File: src/rtl/if_fetch_unit.sv
// if_fetch_unit: IF stage that owns the PC, drives a req/ack instruction memory and feeds IF/ID
module if_fetch_unit #(
  parameter logic [31:0] RESET_PC = 32'h0000_0000
) (
  input  logic        clk_i,
  input  logic        rst_i,
  input  logic        Stall_i,
  input  logic        Branch_i,
  input  logic [31:0] BranchAddr_i,
  output logic        imem_req_o,
  output logic [31:0] imem_addr_o,
  input  logic        imem_ack_i,
  input  logic [31:0] imem_data_i,
  output logic [31:0] PC_o,
  output logic [31:0] instruction_o,
  output logic        Flush_o
);
  typedef enum logic [1:0] {FETCH, HOLD, DRAIN} state_t;
  state_t state, state_n;
  logic [31:0] pc, pc_n, pc_inc, target, drain_addr, drain_n, inst_buf, buf_n;
  logic fetch, hold, drain, valid, deliver, redirect;
  always_ff @(posedge clk_i)
    if (rst_i) begin
      state      <= FETCH;
      pc         <= RESET_PC;
      drain_addr <= '0;
      inst_buf   <= '0;
    end else begin
      state      <= state_n;
      pc         <= pc_n;
      drain_addr <= drain_n;
      inst_buf   <= buf_n;
    end
  always_comb begin
    fetch         = state == FETCH;
    hold          = state == HOLD;
    drain         = !(fetch || hold);
    pc_inc        = pc + 32'd4;
    target        = BranchAddr_i & ~32'd3;
    valid         = hold || (fetch && imem_ack_i);
    redirect      = Branch_i && !Stall_i;
    deliver       = valid && !Stall_i && !Branch_i;
    imem_req_o    = !rst_i && !hold;
    imem_addr_o   = drain ? drain_addr : pc;
    instruction_o = rst_i ? '0 : hold ? inst_buf : (fetch && imem_ack_i) ? imem_data_i : '0;
    Flush_o       = rst_i || (!Stall_i && !deliver);
    PC_o          = pc_inc;
    pc_n          = redirect ? target : deliver ? pc_inc : pc;
    drain_n       = (redirect && fetch && !imem_ack_i) ? pc : drain_addr;
    buf_n         = (fetch && imem_ack_i && Stall_i) ? imem_data_i : inst_buf;
    state_n       = redirect ? ((hold || imem_ack_i) ? FETCH : DRAIN)
                  : fetch    ? ((imem_ack_i && Stall_i) ? HOLD : FETCH)
                  : hold     ? (Stall_i ? HOLD : FETCH)
                  : (imem_ack_i ? FETCH : DRAIN);
  end
endmodule

File: config.mk
export PLATFORM = sky130hd
export DESIGN_NAME = if_fetch_unit
export DESIGN_NICKNAME = d
export VERILOG_FILES = /design/src/rtl/if_fetch_unit.sv
export SDC_FILE = /design/constraint.sdc
export NUM_CORES = 1
export LEC_CHECK = 0
export ABC_AREA = 1
export BUFFER_PORTS_ARGS = -buffer_cell sky130_fd_sc_hd__buf_2
export CAP_MARGIN = 10
export CELL_PAD_IN_SITES_DETAIL_PLACEMENT = 1
export CELL_PAD_IN_SITES_GLOBAL_PLACEMENT = 1
export CORE_MARGIN = 4
export CORE_UTILIZATION = 38
export CTS_BUF_LIST = sky130_fd_sc_hd__clkbuf_4
export DETAILED_ROUTE_END_ITERATION = 10
export PLACE_DENSITY = 0.85
export SETUP_SLACK_MARGIN = 0.3
export SLEW_MARGIN = 20
export SYNTH_ARGS = -nofsm -noshare
export SYNTH_HDL_FRONTEND = slang
export SYNTH_SLANG_ARGS = --single-unit
File: constraint.sdc
create_clock -name clk_i -period 2.85 [get_ports clk_i]
set_input_delay 0.7125 -clock clk_i [delete_from_list [all_inputs] [get_ports clk_i]]
set_output_delay 0.7125 -clock clk_i [all_outputs]
set_load 0.02 [all_outputs]
==> results.json, run 1 <==
{
  "p_sw_frac": 0.331,
  "grtUsageTotal": 0.246,
  "comb_power_share": 0.252,
  "startpoint_type": "flip-flop",
  "place_congestion": 0.864,
  "cp_max_fo": 5,
  "synthDistinctLibCells": 27,
  "required_ns": 2.14,
  "die_h_um": 125,
  "critPathKind": "reg -> out",
  "die_area_um2": 15700,
  "grt_first_pass_wirelength_um": 31700,
  "cts_max_level": 3,
  "die_x_um": 125,
  "antenna_left": 0,
  "place_area_um2": 6170,
  "dp_hpwl_um": 13300,
  "ys_seq_area_frac": 0.359,
  "clk_pin_slew_worst_paths_ns": 0.15,
  "worst_slack_ns": 0.122,
  "cts_root_buf": "clkbuf_4",
  "synth_area_leader_cell": "dfxtp_1",
  "rsz0062_at_grt": "true",
  "utilization": 0.563,
  "syn_area_per_cell_um2": 6.13,
  "ios": 167,
  "ys_ff_latch": 94,
  "initial_utilization": 0.392,
  "dp.cells": 1154,
  "final_area_um2": 7510,
  "hold_viol_final": 0,
  "netlist_top_cells_area": "dfxtp_1 (36%), nand2_1 (20%), nor2_1 (8.8%)",
  "fin_skew_ns": 0.0120,
  "clkLatencyLatePin_ns": 0.47,
  "cts_made_buffers": 9,
  "powerDensity_nw_per_um2": 411,
  "drive_above_1_share": 0.353,
  "timing.fmax_mhz": 367,
  "drt-vias-per-instance": 5.34,
  "relSlewSlack": 0.538,
  "finalWirelength_um": 23000,
  "place_ws_ns": 0.367,
  "status": "completed",
  "overflow": 0,
  "p_sw_mw": 1.02,
  "antenna_found_initial": 2,
  "clk_path_buf_depth": 2,
  "layout.nets": 1106,
  "drc": 0,
  "intPower_mw": 2.07,
  "coreArea_um2": 13300,
  "firstDrtPassIters": 5,
  "grt_use_met2": 0.413,
  "hold_buffers": 0,
  "min_path_type": "in -> reg",
  "clkPwrFrac": 0.276,
  "syn_to_final_growth_pct": 43.4,
  "synth_top_cell_area_share": 0.359,
  "cap_viol_max_count": 0,
  "period_share": 0.957,
  "wire_per_inst_um": 18.9,
  "grt_use_met1": 0.305,
  "rows": 42,
  "leakagePower_nw": 3.39,
  "arrival_ns": 2.02,
  "end_kind": "primary output",
  "numPortBuffers": 160,
  "grt_max_degree": 65,
  "use_met3": 0.0691,
  "final.min_clock_period_ns": 2.73,
  "grt_pass1_vias": 6142,
  "top_usage_layer": "met2",
  "cts.sinks": 94,
  "p_seq_frac": 0.471,
  "synth_edf_count": 0,
  "setup_viol": 0,
  "antennaDiodeCount": 0,
  "ys_async_sr_fraction": 0,
  "tightestPinTransition_ns": 0.692,
  "cts_tree": "done",
  "fin_setup_tns_ns": 0,
  "yosysWarningCount": 0,
  "syn_inst": 855,
  "peakVddDrop_v": 0.000273,
  "vias": 6497,
  "synthFlopType": "dfxtp_1",
  "mappedNetlistArea_um2": 5240,
  "drt_iter0_markers": 496,
  "slew_violations": 0,
  "instances_no_fill": 1217,
  "reg2reg_depth": 9,
  "min_delay_path_depth": 2
}
## kinds of logic (layout without fill, tap and decap cells)
family / count (synthesis) / in the layout / synth area share
adder cells (fa/ha/maj): 1 / 1 / 0.00239
buffers and inverters: 115 / 298 / 0.0915
flip-flops: 94 / 94 / 0.359
other: 1 / 4 / 0.000716
XOR/XNOR: 15 / 15 / 0.0251
AO/OA/AOI/OAI: 169 / 169 / 0.166
AND/OR/NAND/NOR: 460 / 460 / 0.355
## power by group through the flow
stage                     logic (mW)  clock network, mW  registers [mW]
after floorplan                0.401                  0            1.46
after global placement         0.596                  0            1.48
after detailed placement       0.610                  0            1.48
after CTS                      0.664              0.865            1.45
after global routing           0.843              0.923            1.46
final                          0.779              0.854            1.46
## through the flow
step           power, mW  hold slack [ns]
3_3_place_gp        2.07            0.461
6_report            3.09            0.382
2_1_floorplan       1.86            0.455
4_1_cts             2.98            0.347
5_1_grt             3.23            0.346
3_5_place_dp        2.09            0.472
## worst max-delay path, cell delays in order (launching register included)
cell	delay, ns
dfxtp_4	0.40
ha_4	0.15
nand2_4	0.05
nor2_4	0.18
nand2_4	0.12
nor2_4	0.21
xor2_2	0.24
buf_4	0.19
## path summary, 6_finish.rpt
path                                  start       endpoint  slack [ns]
worst max-delay path                  pc[3]       PC_o[12]        0.12
worst min register to register  inst_buf[8]    inst_buf[8]        0.50
worst max register to register     state[1]  drain_addr[5]        0.75
worst min-delay path             imem_ack_i       state[1]        0.38
## layout by cell type, fill, tap and decap left out, types with 2 or more instances in the layout
| cell | instances |
|---|---|
| nand2_1 | 244 |
| dfxtp_4 | 17 |
| nand3_2 | 5 |
| a21oi_2 | 20 |
| clkbuf_4 | 12 |
| buf_12 | 5 |
| conb_1 | 4 |
| inv_4 | 3 |
| dfxtp_2 | 7 |
| nand4_1 | 2 |
| clkbuf_16 | 4 |
| nand2_2 | 23 |
| buf_6 | 21 |
| dfxtp_1 | 70 |
| a21oi_1 | 58 |
| xor2_1 | 3 |
| a31oi_1 | 4 |
| buf_2 | 112 |
| buf_4 | 80 |
| bufinv_16 | 2 |
| xor2_2 | 10 |
| nand2_4 | 12 |
| nor2_2 | 12 |
| nand3_1 | 37 |
| nor2_4 | 14 |
| nor2_1 | 107 |
| xor2_4 | 2 |
| inv_1 | 56 |
| o21ai_0 | 84 |
## cell type report
cell class	instances	area, um2
Clock buffer	12	90.1
Clock inverter	4	71.3
Fill cell	1802	5840
Inverter	60	233
Multi-Input combinational cell	649	3340
Sequential cell	94	1950
Tap cell	176	220
Timing Repair Buffer	222	1600
## flip-flops by register name (all words and copies together) (netlist names)
name        cells
pc             30
state           2
inst_buf       32
drain_addr     30
## per-layer routing
| metal | wire length [um] | vias to the layer above |
|---|---|---|
| li1 | - | 3044 |
| met1 | 9200 | 3101 |
| met2 | 11400 | 290 |
| met3 | 1720 | 58 |
| met4 | 636 | 4 |
| met5 | 27 | - |
## timing repair
item | 4_1_cts | 5_1_grt
gates resized for setup | 118 | 110
hold endpoints to repair | 0 | 0
buffers inserted | 24 | 18
pin swaps | 25 | 34
setup endpoints to repair | 58 | 58
gates cloned | 0 | 5
## cells in the mapped netlist (2+ instances only)
master and count:
nand2_1 277, nand3_1 42, inv_2 2, nor2_1 123, buf_2 5, inv_1 58, buf_4 9, xor2_1 15
dfxtp_1 94, a31oi_1 4, nand4_1 2, o21ai_0 84, clkbuf_1 36, a21oi_1 78, nor2_4 5, and2_1 2
buf_1 4, nand2_2 2, nor2_2 5
(Power assumes the default switching activity.)
==> inputs of run 2 (changes only) <==
==> constraint.sdc (replaced) <==
create_clock -name clk_i -period 2.85 [get_ports clk_i]
set_input_delay 0.1425 -clock clk_i [delete_from_list [all_inputs] [get_ports clk_i]]
set_output_delay 0.1425 -clock clk_i [all_outputs]
set_load 0.02 [all_outputs]
==> results.json, run 2 (synthesized netlist as in run 1, its figures left out) <==
{
  "status": "completed",
  "critPathKind": "reg -> out",
  "cts_made_buffers": 9,
  "leakagePower_nw": 3.17,
  "reg.largest.list": "inst_buf: 32 flops, drain_addr: 30 flops, pc: 30 flops",
  "ios": 167,
  "relSlewSlack": 0.304,
  "firstDrtPassIters": 5,
  "die_h_um": 125,
  "finalWirelength_um": 20200,
  "end_kind": "primary output",
  "min_path_type": "in -> reg",
  "overflow": 0,
  "final.min_clock_period_ns": 2.41,
  "setup_viol": 0,
  "die_area_um2": 15700,
  "rows": 42,
  "initial_utilization": 0.392,
  "cts_root_buf": "clkbuf_4",
  "peakVddDrop_v": 0.000268,
  "tightestPinTransition_ns": 1.04,
  "dp_hpwl_um": 13100,
  "arrival_ns": 2.26,
  "grt_first_pass_wirelength_um": 32300,
  "hold_viol_final": 0,
  "fin_setup_tns_ns": 0,
  "postCtsSetupRepairBufs": 0,
  "required_ns": 2.71,
  "drive_above_1_share": 0.195,
  "wire_per_inst_um": 16.4,
  "instances_no_fill": 1228,
  "slew_violations": 0,
  "clk_path_buf_depth": 2,
  "place_congestion": 0.842,
  "antenna_left": 0,
  "powerDensity_nw_per_um2": 440,
  "layout_common_cells": "nand2_1 (277), buf_2 (160), nor2_1 (122)",
  "cts_tree": "done",
  "timing.fmax_mhz": 415,
  "drt-vias-per-instance": 5.10,
  "rsz0062_at_grt": "true",
  "drc": 0,
  "reg2reg_depth": 6,
  "layout.nets": 1116,
  "cp_max_fo": 6,
  "regArea_um2": 1880,
  "clk_pin_slew_worst_paths_ns": 0.15,
  "cts.sinks": 94,
  "period_share": 0.845,
  "fill_cells": 1822,
  "clkLatencyLatePin_ns": 0.47,
  "coreArea_um2": 13300,
  "syn_to_final_growth_pct": 32.1,
  "grtUsageTotal": 0.253,
  "grt_pass1_vias": 6516,
  "die_x_um": 125,
  "cts_max_level": 3,
  "startpoint_type": "flip-flop",
  "grt_max_degree": 52,
  "min_delay_path_depth": 5,
  "drt_iter0_markers": 306,
  "utilization": 0.518,
  "numPortBuffers": 160,
  "fin_skew_ns": 0.0209,
  "final_common_cell": "nand2_1",
  "dp.cells": 1151,
  "cap_viol_max_count": 0,
  "vias": 6259,
  "antenna_found_initial": 1,
  "top_register": "inst_buf",
  "largest_register_ffs": 32,
  "multi_input_area_um2": 2890
}
==> run 2: layout make-up <==
class                   instances  area share
diodes                          1    0.000362
well taps                     176      0.0318
flip-flops and latches         94       0.272
clock buffers                   9     0.00977
clock inverters                 7      0.0163
repair buffers                232       0.219
inverters                      60      0.0326
multi-input cells             649       0.418
==> run 2: repair_timing <==
| item | 4_1_cts | 5_1_grt |
|---|---|---|
| setup endpoints to repair | 0 | 6 |
| hold endpoints to repair | 60 | 0 |
| resized for setup | 0 | 5 |
| hold buffers | 60 | 0 |
==> run 2: where the power goes <==
group	leakage, nW	switching, mW	internal (mW)
Clock	0.0872	0.475	0.438
Sequential	0.771	0.0621	1.39
Combinational	2.31	0.429	0.250
Total	3.17	0.966	2.08
==> run 2: metal layers <==
layer,wire [um],global-route usage
met4,542,0.0899
met3,1160,0.0674
met2,10200,0.458
met5,0,0
met1,8270,0.285
==> run 2: per-stage QoR <==
step                      worst slack [ns]  hold slack (ns)  area, um2  power [mW]
final                                0.443           0.0405       6920        3.05
after global placement               0.855            0.328       6120        2.06
after floorplan                       1.12            0.215       5250        1.86
after global routing                 0.273           0.0170       6920        3.21
after CTS                            0.382          0.00326       6900        3.06
after detailed placement             0.785            0.321       6120        2.08
==> run 2: path summary, 6_finish.rpt <==
path,start,endpoint,slack (ns)
worst max register to register,state[1],drain_addr[6],0.70
worst min-delay path,BranchAddr_i[4],pc[4],0.04
worst min register to register,inst_buf[16],inst_buf[16],0.50
worst max-delay path,pc[3],PC_o[16],0.44
==> run 2: critical path, stage by stage, from the launching register on <==
cell and delay (ns):
dfxtp_2 0.41, ha_1 0.19, nand2_1 0.11, nor2_4 0.17, nand2_1 0.14, nor2_2 0.26, xor2_1 0.29, buf_2 0.22
